## src/rtl/fpu_pkg.sv

```systemverilog
// Shared FP issue-control definitions: opcodes, funct5 codes, FPU select codes,
// latency classes and the dynamic rounding-mode marker.
package fpu_pkg;

  localparam logic [6:0] OP_FP  = 7'b1010011;
  localparam logic [6:0] OP_FLW = 7'b0000111;
  localparam logic [6:0] OP_FSW = 7'b0100111;

  localparam logic [4:0] F5_ADD    = 5'b00000;
  localparam logic [4:0] F5_SUB    = 5'b00001;
  localparam logic [4:0] F5_MUL    = 5'b00010;
  localparam logic [4:0] F5_DIV    = 5'b00011;
  localparam logic [4:0] F5_SQRT   = 5'b01011;
  localparam logic [4:0] F5_SGNJ   = 5'b00100;
  localparam logic [4:0] F5_MINMAX = 5'b00101;
  localparam logic [4:0] F5_CMP    = 5'b10100;
  localparam logic [4:0] F5_CVT_WS = 5'b11000;
  localparam logic [4:0] F5_CVT_SW = 5'b11010;
  localparam logic [4:0] F5_MV_XW  = 5'b11100;
  localparam logic [4:0] F5_MV_WX  = 5'b11110;

  localparam logic [4:0] SEL_FADD    = 5'd1;
  localparam logic [4:0] SEL_FSUB    = 5'd2;
  localparam logic [4:0] SEL_FMUL    = 5'd3;
  localparam logic [4:0] SEL_FDIV    = 5'd4;
  localparam logic [4:0] SEL_FSQRT   = 5'd5;
  localparam logic [4:0] SEL_FSGNJ   = 5'd6;
  localparam logic [4:0] SEL_FMINMAX = 5'd7;
  localparam logic [4:0] SEL_FCMP    = 5'd8;
  localparam logic [4:0] SEL_FCVT_WS = 5'd9;
  localparam logic [4:0] SEL_FCVT_SW = 5'd10;
  localparam logic [4:0] SEL_FMV_XW  = 5'd11;
  localparam logic [4:0] SEL_FMV_WX  = 5'd12;

  localparam logic [2:0] RM_DYN = 3'b111;

  typedef enum logic [2:0] {CLS_ADD, CLS_MUL, CLS_DIV, CLS_SQRT, CLS_MISC} fpu_cls_e;

  // Rounding modes 101..111 are reserved once dynamic selection is resolved.
  function automatic logic rm_valid(input logic [2:0] rm);
    return rm < 3'b101;
  endfunction

endpackage

```

## src/rtl/fpu_op_classify.sv

```systemverilog
// Combinational OP-FP decode: latency class, FPU select, operand/destination
// register-file sides, resolved rounding mode and illegal detection.
module fpu_op_classify
  import fpu_pkg::*;
(
  input  logic [4:0] funct5_i,
  input  logic [2:0] rm_i,
  input  logic [2:0] frm_i,
  output fpu_cls_e   cls_o,
  output logic [4:0] sel_o,
  output logic       rs1_int_o,
  output logic       rs2_fp_o,
  output logic       dest_int_o,
  output logic [2:0] rm_o,
  output logic       illegal_o
);

  logic bad_f5;

  assign rm_o      = (rm_i == RM_DYN) ? frm_i : rm_i;
  assign illegal_o = bad_f5 || !rm_valid(rm_o);

  // funct5 lookup: class, select code and which register file each operand uses
  always_comb begin
    cls_o      = CLS_MISC;
    sel_o      = '0;
    rs1_int_o  = 1'b0;
    rs2_fp_o   = 1'b0;
    dest_int_o = 1'b0;
    bad_f5     = 1'b0;
    case (funct5_i)
      F5_ADD:    begin cls_o = CLS_ADD;  sel_o = SEL_FADD;    rs2_fp_o = 1'b1; end
      F5_SUB:    begin cls_o = CLS_ADD;  sel_o = SEL_FSUB;    rs2_fp_o = 1'b1; end
      F5_MUL:    begin cls_o = CLS_MUL;  sel_o = SEL_FMUL;    rs2_fp_o = 1'b1; end
      F5_DIV:    begin cls_o = CLS_DIV;  sel_o = SEL_FDIV;    rs2_fp_o = 1'b1; end
      F5_SQRT:   begin cls_o = CLS_SQRT; sel_o = SEL_FSQRT;   end
      F5_SGNJ:   begin sel_o = SEL_FSGNJ;   rs2_fp_o = 1'b1; end
      F5_MINMAX: begin sel_o = SEL_FMINMAX; rs2_fp_o = 1'b1; end
      F5_CMP:    begin sel_o = SEL_FCMP;    rs2_fp_o = 1'b1; dest_int_o = 1'b1; end
      F5_CVT_WS: begin sel_o = SEL_FCVT_WS; dest_int_o = 1'b1; end
      F5_CVT_SW: begin sel_o = SEL_FCVT_SW; rs1_int_o = 1'b1; end
      F5_MV_XW:  begin sel_o = SEL_FMV_XW;  dest_int_o = 1'b1; end
      F5_MV_WX:  begin sel_o = SEL_FMV_WX;  rs1_int_o = 1'b1; end
      default:   bad_f5 = 1'b1;
    endcase
  end

endmodule

```

## src/rtl/fpu_issue_ctrl.sv

```systemverilog
// FP issue control: accepts decoded instructions, issues one FP op at a time to
// a multi-cycle FPU, tracks its destination and stalls decode on hazards.
module fpu_issue_ctrl
  import fpu_pkg::*;
#(
  parameter int unsigned LAT_ADD  = 2,
  parameter int unsigned LAT_MUL  = 3,
  parameter int unsigned LAT_DIV  = 12,
  parameter int unsigned LAT_SQRT = 16,
  parameter int unsigned LAT_MISC = 1,
  parameter int unsigned CNT_W    = 5
) (
  input  logic       clk,
  input  logic       reset,
  input  logic       in_valid,
  input  logic [6:0] in_op,
  input  logic [4:0] in_funct5,
  input  logic [2:0] in_rm,
  input  logic [4:0] in_rd,
  input  logic [4:0] in_rs1,
  input  logic [4:0] in_rs2,
  input  logic       in_uses_rs1,
  input  logic       in_uses_rs2,
  input  logic [2:0] frm,
  input  logic       flush,
  output logic       in_ready,
  output logic       illegal,
  output logic       fpu_start,
  output logic [4:0] selFPU,
  output logic       FPUAinSel,
  output logic [2:0] fpu_rm,
  output logic       busy,
  output logic       wb_valid,
  output logic [4:0] wb_rd,
  output logic       RegWriteF,
  output logic       RegWriteI
);

  localparam logic [0:0] S_IDLE = 1'b0;
  localparam logic [0:0] S_EXEC = 1'b1;

  logic [0:0]       state_q, state_d;
  logic [CNT_W-1:0] cnt_q, cnt_d;
  logic             start_q, start_d;
  logic             pend_v_q, pend_v_d;
  logic [4:0]       pend_rd_q, pend_rd_d;
  logic             pend_isint_q, pend_isint_d;
  logic [4:0]       sel_q, sel_d;
  logic             ain_q, ain_d;
  logic [2:0]       rm_q, rm_d;

  fpu_cls_e   cls;
  logic [4:0] cls_sel;
  logic       rs1_int, rs2_fp, dest_int, cls_illegal;
  logic [2:0] rm_res;
  logic [CNT_W-1:0] lat;

  fpu_op_classify u_classify (
    .funct5_i   (in_funct5),
    .rm_i       (in_rm),
    .frm_i      (frm),
    .cls_o      (cls),
    .sel_o      (cls_sel),
    .rs1_int_o  (rs1_int),
    .rs2_fp_o   (rs2_fp),
    .dest_int_o (dest_int),
    .rm_o       (rm_res),
    .illegal_o  (cls_illegal)
  );

  logic is_opfp, is_flw, is_fsw;
  assign is_opfp = (in_op == OP_FP);
  assign is_flw  = (in_op == OP_FLW);
  assign is_fsw  = (in_op == OP_FSW);

  assign busy      = (state_q == S_EXEC);
  assign wb_valid  = busy && (cnt_q == CNT_W'(1));
  assign RegWriteF = wb_valid && !pend_isint_q;
  assign RegWriteI = wb_valid && pend_isint_q;
  assign fpu_start = start_q;
  assign selFPU    = sel_q;
  assign FPUAinSel = ain_q;
  assign fpu_rm    = rm_q;
  assign wb_rd     = pend_rd_q;

  // x0 as an integer destination never creates a dependency.
  logic fp_pend, int_pend;
  assign fp_pend  = pend_v_q && !pend_isint_q;
  assign int_pend = pend_v_q && pend_isint_q && (pend_rd_q != '0);

  logic hit_rs1, hit_rs2, hit_rd;
  assign hit_rs1 = (in_rs1 == pend_rd_q);
  assign hit_rs2 = (in_rs2 == pend_rd_q);
  assign hit_rd  = (in_rd  == pend_rd_q);

  logic hazard, accept;

  // Hazard detection for the instruction in decode; the scoreboard still blocks during the wb cycle
  always_comb begin
    hazard = 1'b0;
    if (is_opfp) begin
      hazard = (busy && !wb_valid)
            || ( rs1_int && int_pend && hit_rs1)
            || (!rs1_int && fp_pend  && hit_rs1)
            || ( rs2_fp  && fp_pend  && hit_rs2)
            || (!dest_int && fp_pend && hit_rd);
    end else if (is_flw) begin
      hazard = (int_pend && hit_rs1) || (fp_pend && hit_rd);
    end else if (is_fsw) begin
      hazard = (int_pend && hit_rs1) || (fp_pend && hit_rs2);
    end else begin
      hazard = int_pend && ((in_uses_rs1 && hit_rs1) || (in_uses_rs2 && hit_rs2));
    end
  end

  // Illegal ops are consumed (ready) regardless of hazards so decode never deadlocks on them.
  assign illegal  = in_valid && is_opfp && cls_illegal;
  assign in_ready = !flush && (illegal || !hazard);
  assign accept   = in_valid && in_ready && is_opfp && !illegal;

  // Latency for the class being issued
  always_comb begin
    case (cls)
      CLS_ADD:  lat = CNT_W'(LAT_ADD);
      CLS_MUL:  lat = CNT_W'(LAT_MUL);
      CLS_DIV:  lat = CNT_W'(LAT_DIV);
      CLS_SQRT: lat = CNT_W'(LAT_SQRT);
      default:  lat = CNT_W'(LAT_MISC);
    endcase
  end

  // Next-state: countdown in EXEC, retire on wb, and a new issue (possibly back-to-back) overrides retire
  always_comb begin
    state_d      = state_q;
    cnt_d        = cnt_q;
    start_d      = 1'b0;
    pend_v_d     = pend_v_q;
    pend_rd_d    = pend_rd_q;
    pend_isint_d = pend_isint_q;
    sel_d        = sel_q;
    ain_d        = ain_q;
    rm_d         = rm_q;
    if (state_q == S_EXEC) begin
      cnt_d = cnt_q - CNT_W'(1);
      if (wb_valid) begin
        state_d  = S_IDLE;
        pend_v_d = 1'b0;
      end
    end
    if (accept) begin
      state_d      = S_EXEC;
      cnt_d        = lat;
      start_d      = 1'b1;
      pend_v_d     = 1'b1;
      pend_rd_d    = in_rd;
      pend_isint_d = dest_int;
      sel_d        = cls_sel;
      ain_d        = rs1_int;
      rm_d         = rm_res;
    end
  end

  // State registers with synchronous reset
  always_ff @(posedge clk) begin
    if (reset) begin
      state_q      <= S_IDLE;
      cnt_q        <= '0;
      start_q      <= 1'b0;
      pend_v_q     <= 1'b0;
      pend_rd_q    <= '0;
      pend_isint_q <= 1'b0;
      sel_q        <= '0;
      ain_q        <= 1'b0;
      rm_q         <= '0;
    end else begin
      state_q      <= state_d;
      cnt_q        <= cnt_d;
      start_q      <= start_d;
      pend_v_q     <= pend_v_d;
      pend_rd_q    <= pend_rd_d;
      pend_isint_q <= pend_isint_d;
      sel_q        <= sel_d;
      ain_q        <= ain_d;
      rm_q         <= rm_d;
    end
  end

endmodule

```

## config.mk

```make
export PLATFORM = sky130hd
export DESIGN_NAME = fpu_issue_ctrl
export DESIGN_NICKNAME = d
export VERILOG_FILES = /design/src/rtl/fpu_pkg.sv /design/src/rtl/fpu_op_classify.sv /design/src/rtl/fpu_issue_ctrl.sv
export SDC_FILE = /design/constraint.sdc
export NUM_CORES = 1
export LEC_CHECK = 0
export CAP_MARGIN = 20
export CORE_MARGIN = 2
export CORE_UTILIZATION = 48
export CTS_BUF_LIST = sky130_fd_sc_hd__clkbuf_16
export DETAILED_ROUTE_END_ITERATION = 10
export PLACE_DENSITY = 0.85
export SYNTH_ARGS = -nofsm -noshare
export SYNTH_HDL_FRONTEND = slang
export SYNTH_SLANG_ARGS = --single-unit
```

## constraint.sdc

```tcl
create_clock -name clk -period 5 [get_ports clk]
set_clock_uncertainty 0.2 [all_clocks]
set_input_delay 1 -clock clk [delete_from_list [all_inputs] [get_ports clk]]
set_output_delay 1 -clock clk [all_outputs]
set_load 0.005 [all_outputs]
```

==> summary.md, run 1 <==
| Metric | Value |
|---|---|
| CTS tree | `done` |
| Synth area leaders | `dfxtp_1 26%, a21oi_1 6.6%, o21ai_0 6.0%, xnor2_1 5.3%, xor2_1 5.3%` |
| Final-stage net count | `314` |
| Die Ht | `62.90 microns` |
| Worst-case clock buffer depth | `2` |
| Post-DP HPWL | `3.629 mm` |
| Die width | `62.90 microns` |
| Share of cells above drive strength 1 | `6.250%` |
| Warning count from the yosys run | `0` |
| Critical-path top delay cell | `clkdlybuf4s50_1` |
| Crit path launch type | `input pin` |
| Static Leakage | `0.8121 nW` |
| N_diodes | `0` |
| Top cell type's share of synthesized area | `26.45%` |
| Io pins | `60` |
| Min-Delay Path Class | `register to register` |
| Clock transition at path regs | `0.06 ns` |
| Worst-Skew Late Latency | `0.25 ns` |
| Worst endpoint required time | `3.80 ns` |
| CORE AREA | `3337 sq um` |
| H-tree levels | `1` |
| Fin worst setup slack | `0.3402 ns` |
| Routability cong. | `0.9204` |
| Die area | `3956 sq um` |
| CP Cell Sequence | `clkdlybuf4s50_1 -> nand2b_1 -> nor3_1 -> nor3_1 -> or4_4 -> nand3_1 -> clkdlybuf4s50_1` |
| # Post-CTS Setup Buffers | `0` |
| Minimum clock period | `4.660 ns` |
| RSZ-0062 raised after global routing | `no` |
| Core Rows | `21` |
| Switching pwr | `0.09740 mW` |
| Drt total wl | `4.834 mm` |
| Post-Syn Instances | `218` |
| I/O Buffers | `58` |
| Status | `complete, no violations` |
| Num CTS Buffers | `3` |
| Post-Syn Area | `1665 sq um` |
| Largest stage delay, worst path | `0.64 ns` |
| Max-slew headroom | `44.18%` |
| Place WS | `0.3972 ns` |
| Sw Share | `23.10%` |
| Global Route Usage Sum | `25.50%` |
| Routed Antenna Nets | `0` |
| Critical path class | `input pin to output port` |
| Post-synth EDFFs | `0` |
| Pwr dens | `178.1 nW/um^2` |
| Via/cell ratio | `6.006` |
| Max-cap violation count | `0` |
| Worst Tran Pin Value | `0.8347 ns` |
| Fmax | `214.6 MHz` |
| Post-Syn Nets | `259` |
| Synth-to-Final Area Change | `42.15%` |
| Cts hold-fix bufs | `0` |
| Primary FF master, synth | `dfxtp_1` |
| Final core occ | `70.94%` |
| Top cells by count, synth | `22 x a21oi_1, 22 x dfxtp_1, 20 x o21ai_0` |
| Crit path max fanout | `14` |
| Setup TNS | `0 ns` |
| Synth cell types | `50` |
| Crit path DAT | `3.46 ns` |
| Routed len/inst | `15.20 microns` |
| Num Clock Sinks | `22` |
| Vias in the first global route | `1725` |
| Pins Over Slew Limit | `0` |
| Final Power | `0.4216 mW` |
| DRT iter0 DRCs | `153` |
| TritonRoute pass-1 iters | `4` |
| Reg power frac | `41.6%` |
| Cell Int Power | `0.3242 mW` |
| Synth area leader | `dfxtp_1` |
| Antenna violations before repair | `0` |
| Comb pwr share | `18.1%` |
| Clock power share | `40.3%` |
| Initial Util | `49.91%` |
| First-pass GRT wire length | `8.211 mm` |
| GR Overflow Total | `0` |
| VDD IR-drop max | `0.1173 mV` |
| Largest net degree at the start of global routing | `25` |
| CP endpoint kind | `output port` |
| Fin crit share | `93.20%` |
| Vias | `1910` |
| Sequential share of the synthesized area | `26.45%` |
| Post-synth ARST share | `0%` |
| Root Buffer | `clkbuf_16` |
| Post-CTS Resized | `0` |
| Synth Area per Inst | `7.639 sq um` |
| Flop and latch count out of synthesis | `22` |
| # DRC | `0` |
| Hold Vio Cnt, Final | `0` |
| # setup viols final | `0` |
==> worst max-delay path: cells and delay by family <==
kind / cells / cell delay, ns
buffers and inverters: 2 / 1.14
AND/OR/NAND/NOR: 5 / 1.31
==> final cells by class <==
cell class                 instances  area, sq um
timing repair buffer              64        625.6
clock buffer                       3        75.07
tap                               46        57.56
multi-input combinational        177         1146
sequential                        22        440.4
inverter                           5        18.77
fill                             285        969.7
clock inverter                     1        3.754
==> placed cells by master, fill, tap and decap left out, drive strengths merged, types with 3 or more instances in the layout <==
cell type and instances:
nand2b 4, a311oi 4, dfxtp 22, clkdlybuf4s50 58, a21oi 22, nor2b 3, nand3 11, o2111ai 4
o21ai 20, a31oi 3, a211oi 3, clkbuf 3, xnor2 10, nor2 17, nand2 13, nand4 5
buf 6, or4 4, and4 3, inv 5, nor3 8, xor2 10, nor4 3
==> final timing paths <==
| check | startpoint | to | slack (ns) | depth (start not counted) |
|---|---|---|---|---|
| worst max-delay path | in_funct5[4] | in_ready | 0.34 | 7 |
| worst min register to register | fpu_rm[0]$_SDFFE_PP0P_ | fpu_rm[0]$_SDFFE_PP0P_ | 0.27 | 2 |
| worst max register to register | cnt_q[0]$_SDFFE_PP0P_ | selFPU[3]$_SDFFE_PP0P_ | 1.94 | 7 |
| worst min-delay path | fpu_rm[0]$_SDFFE_PP0P_ | fpu_rm[0]$_SDFFE_PP0P_ | 0.27 | 2 |
==> routing by layer <==
metal	part of all wire, %	wire [microns]	GRT usage [%]
met2	50	2397	42.82
met3	7.6	368	5.946
met4	1.4	69	9.167
met5	0	0	0
met1	41	1998	31.64
==> power by group through the flow <==
| stage | logic [mW] | registers [mW] | clock network (mW) |
|---|---|---|---|
| 3_3_place_gp | 0.0744 | 0.179 | 0 |
| 5_1_grt | 0.0834 | 0.175 | 0.183 |
| 2_1_floorplan | 0.0313 | 0.179 | 0 |
| 3_5_place_dp | 0.0750 | 0.179 | 0 |
| 6_report | 0.0764 | 0.175 | 0.170 |
| 4_1_cts | 0.0757 | 0.175 | 0.171 |
==> registers in the layout (all words and copies together), names as in the netlist <==
signal	cells
cnt_q	5
wb_rd	5
selFPU	4
fpu_rm	3
FPUAinSel	1
busy	1
fpu_start	1
pend_isint_q	1
pend_v_q	1
==> through the flow <==
step | cells | instance area, sq um | hold WS, ns
3_3_place_gp | 314 | 2288 | 0.2690
5_1_grt | 318 | 2367 | 0.2953
6_report | 318 | 2367 | 0.2741
3_5_place_dp | 314 | 2288 | 0.2678
4_1_cts | 318 | 2367 | 0.2735
2_1_floorplan | 218 | 1665 | 0.2567
==> logic make-up after synthesis <==
| kind of cell | synth area share [%] |
|---|---|
| muxes | 1.277 |
| AOI/OAI and AO/OA | 27.27 |
| and+or+nand+nor | 28.02 |
| DFF | 26.45 |
| buffers and inverters | 4.734 |
| adders and majority gates | 1.502 |
| other | 0.2252 |
| xor gates and xnor gates | 10.52 |
No activity file was read; power rests on OpenSTA's default activity.
==> run 2: changes to the inputs <==
--- a/config.mk
+++ b/config.mk
@@ -7,10 +7,9 @@
 export LEC_CHECK = 0
 export CAP_MARGIN = 20
 export CORE_MARGIN = 2
-export CORE_UTILIZATION = 48
+export CORE_UTILIZATION = 25
 export CTS_BUF_LIST = sky130_fd_sc_hd__clkbuf_16
 export DETAILED_ROUTE_END_ITERATION = 10
-export PLACE_DENSITY = 0.85
 export SYNTH_ARGS = -nofsm -noshare
 export SYNTH_HDL_FRONTEND = slang
 export SYNTH_SLANG_ARGS = --single-unit
==> run 2 against run 1 <==
Sequential power about the same. Die area increased by 85%. Flip-flop and latch count unchanged. Critical path type unchanged.
==> summary.md, run 2 (synthesis results as in run 1) <==
| Metric | Value |
|---|---|
| CP endpoint kind | `output port` |
| Min-Delay Path Class | `register to register` |
| Crit path launch type | `input pin` |
| Die width | `85.62 microns` |
| Vias | `1852` |
| # setup viols final | `0` |
| GR Overflow Total | `0` |
| Min-delay src | `fpu_rm[0]$_SDFFE_PP0P_` |
| Max-slew headroom | `41.75%` |
| H-tree levels | `1` |
| Filler Cell Count | `660` |
| Worst Tran Pin Value | `0.8711 ns` |
| CORE AREA | `6386 sq um` |
| Static Leakage | `0.8295 nW` |
| R2r setup slk | `1.98 ns` |
| Pins Over Slew Limit | `0` |
| Num CTS Buffers | `3` |
| Reg2reg end | `selFPU[3]$_SDFFE_PP0P_` |
| Root Buffer | `clkbuf_16` |
| Io pins | `60` |
| Most common cell after layout, fill and taps aside | `clkdlybuf4s50_1` |
| Crit-path leading delay family | `simple AND/OR/NAND/NOR gates` |
| Status | `complete, no violations` |
| Hold Vio Cnt, Final | `0` |
| Worst endpoint required time | `3.80 ns` |
| Share of cells above drive strength 1 | `6.960%` |
| Routed Antenna Nets | `0` |
| Global Route Usage Sum | `14.68%` |
| Vias in the first global route | `1817` |
| TritonRoute pass-1 iters | `4` |
| Pwr dens | `194.5 nW/um^2` |
| VDD IR-drop max | `0.09533 mV` |
| Critical path class | `input pin to output port` |
| Die Ht | `85.62 microns` |
| Core Rows | `29` |
| First-pass GRT wire length | `8.832 mm` |
| # Post-CTS Setup Buffers | `0` |
| N_diodes | `0` |
| Initial Util | `26.08%` |
| Setup TNS | `0 ns` |
| Fin crit share | `94.98%` |
| Post-CTS Resized | `0` |
| Num Clock Sinks | `22` |
| Synth-to-Final Area Change | `46.51%` |
| CP Cell Sequence | `clkdlybuf4s50_1 -> nand2b_1 -> nor3_1 -> nor3_1 -> or4_4 -> nand3_1 -> clkdlybuf4s50_1` |
| Worst-case clock buffer depth | `2` |
| Worst r2r src | `cnt_q[0]$_SDFFE_PP0P_` |
| DRT iter0 DRCs | `142` |
| CTS tree | `done` |
| Cts hold-fix bufs | `0` |
| Critical-path top delay cell | `or4_4` |
| Antenna violations before repair | `0` |
| Routability cong. | `0.8804` |
| Crit path depth | `7` |
| Crit path max fanout | `14` |
| RSZ-0062 raised after global routing | `no` |
| # DRC | `0` |
| WP buf/inv | `2` |
| Final-stage net count | `315` |
| Worst r2r path cells | `7` |
| Largest stage delay, worst path | `0.62 ns` |
| Crit path DAT | `3.55 ns` |
| Max-cap violation count | `0` |
| Largest net degree at the start of global routing | `25` |
| Worst-Skew Late Latency | `0.25 ns` |
| Most frequent cells in the layout | `58 x clkdlybuf4s50_1, 22 x dfxtp_1, 22 x a21oi_1` |
| Clock transition at path regs | `0.06 ns` |
| DP Cell Count | `346` |
| WHS Path Cells | `2` |
| Fmax | `210.6 MHz` |
| Routed len/inst | `15.00 microns` |
| Minimum clock period | `4.749 ns` |
| Drt total wl | `5.249 mm` |
| Via/cell ratio | `5.291` |
| Die area | `7330 sq um` |
| Final Non-Filler Cells | `350` |
| Worst Hold End | `fpu_rm[0]$_SDFFE_PP0P_` |
| Post-DP HPWL | `4.066 mm` |
| I/O Buffers | `58` |
-- run 2: layout make-up --
class / instances / area [sq um] / area share [%]
sequential: 22 / 440.4 / 18.05
tap: 77 / 96.34 / 3.949
clock inverter: 1 / 30.03 / 1.231
clock buffer: 3 / 75.07 / 3.077
timing repair buffer: 65 / 633.1 / 25.95
inverter: 5 / 18.77 / 0.7692
multi-input combinational: 177 / 1146 / 46.97
-- run 2: how the worst max path moves through the flow --
stage | to | from | slack [ns]
floorplan | in_ready | in_op[3] | 1.33
global placement | in_ready | in_funct5[0] | 0.34
detailed placement | in_ready | in_funct5[0] | 0.26
CTS | in_ready | in_funct5[0] | 0.27
global route | in_ready | in_funct5[0] | 0.08
finish | in_ready | in_funct5[0] | 0.25
-- run 2: stage by stage --
step	power, mW	instance area [sq um]	worst slack (ns)	hold WS (ns)	utilization, %
2_1_floorplan	0.2104	1665	1.332	0.2567	-
3_3_place_gp	0.2536	2335	0.3353	0.2816	36.56
3_5_place_dp	0.2542	2335	0.2635	0.2709	36.56
4_1_cts	0.4774	2440	0.2745	0.2861	38.21
5_1_grt	0.4930	2440	0.08257	0.3131	38.21
6_report	0.4745	2440	0.2510	0.2858	38.21
-- run 2: worst register-to-register path, stage by stage (launching register included) --
cell and delay (ns):
dfxtp_1 0.40, ha_1 0.17, nor4b_1 0.56, o211a_1 0.24, o21ai_0 0.08, or4_4 0.64
or4_1 0.51, a21oi_1 0.14
-- run 2: power by group --
| group | switching (mW) | internal, mW |
|---|---|---|
| Sequential | 0.00000173 | 0.175 |
| Clock | 0.0645 | 0.159 |
| Combinational | 0.0340 | 0.0418 |
-- run 2: per-layer routing --
metal / up-vias / routed length [microns] / track usage, % / part of all wire [%]
met5: - / 0 / 0 / 0
met2: 61 / 2417 / 24.08 / 46
met1: 863 / 2493 / 20.58 / 47
met4: 0 / 19 / 2.309 / 0.36
met3: 2 / 318 / 2.502 / 6.1
li1: 926 / - / - / -
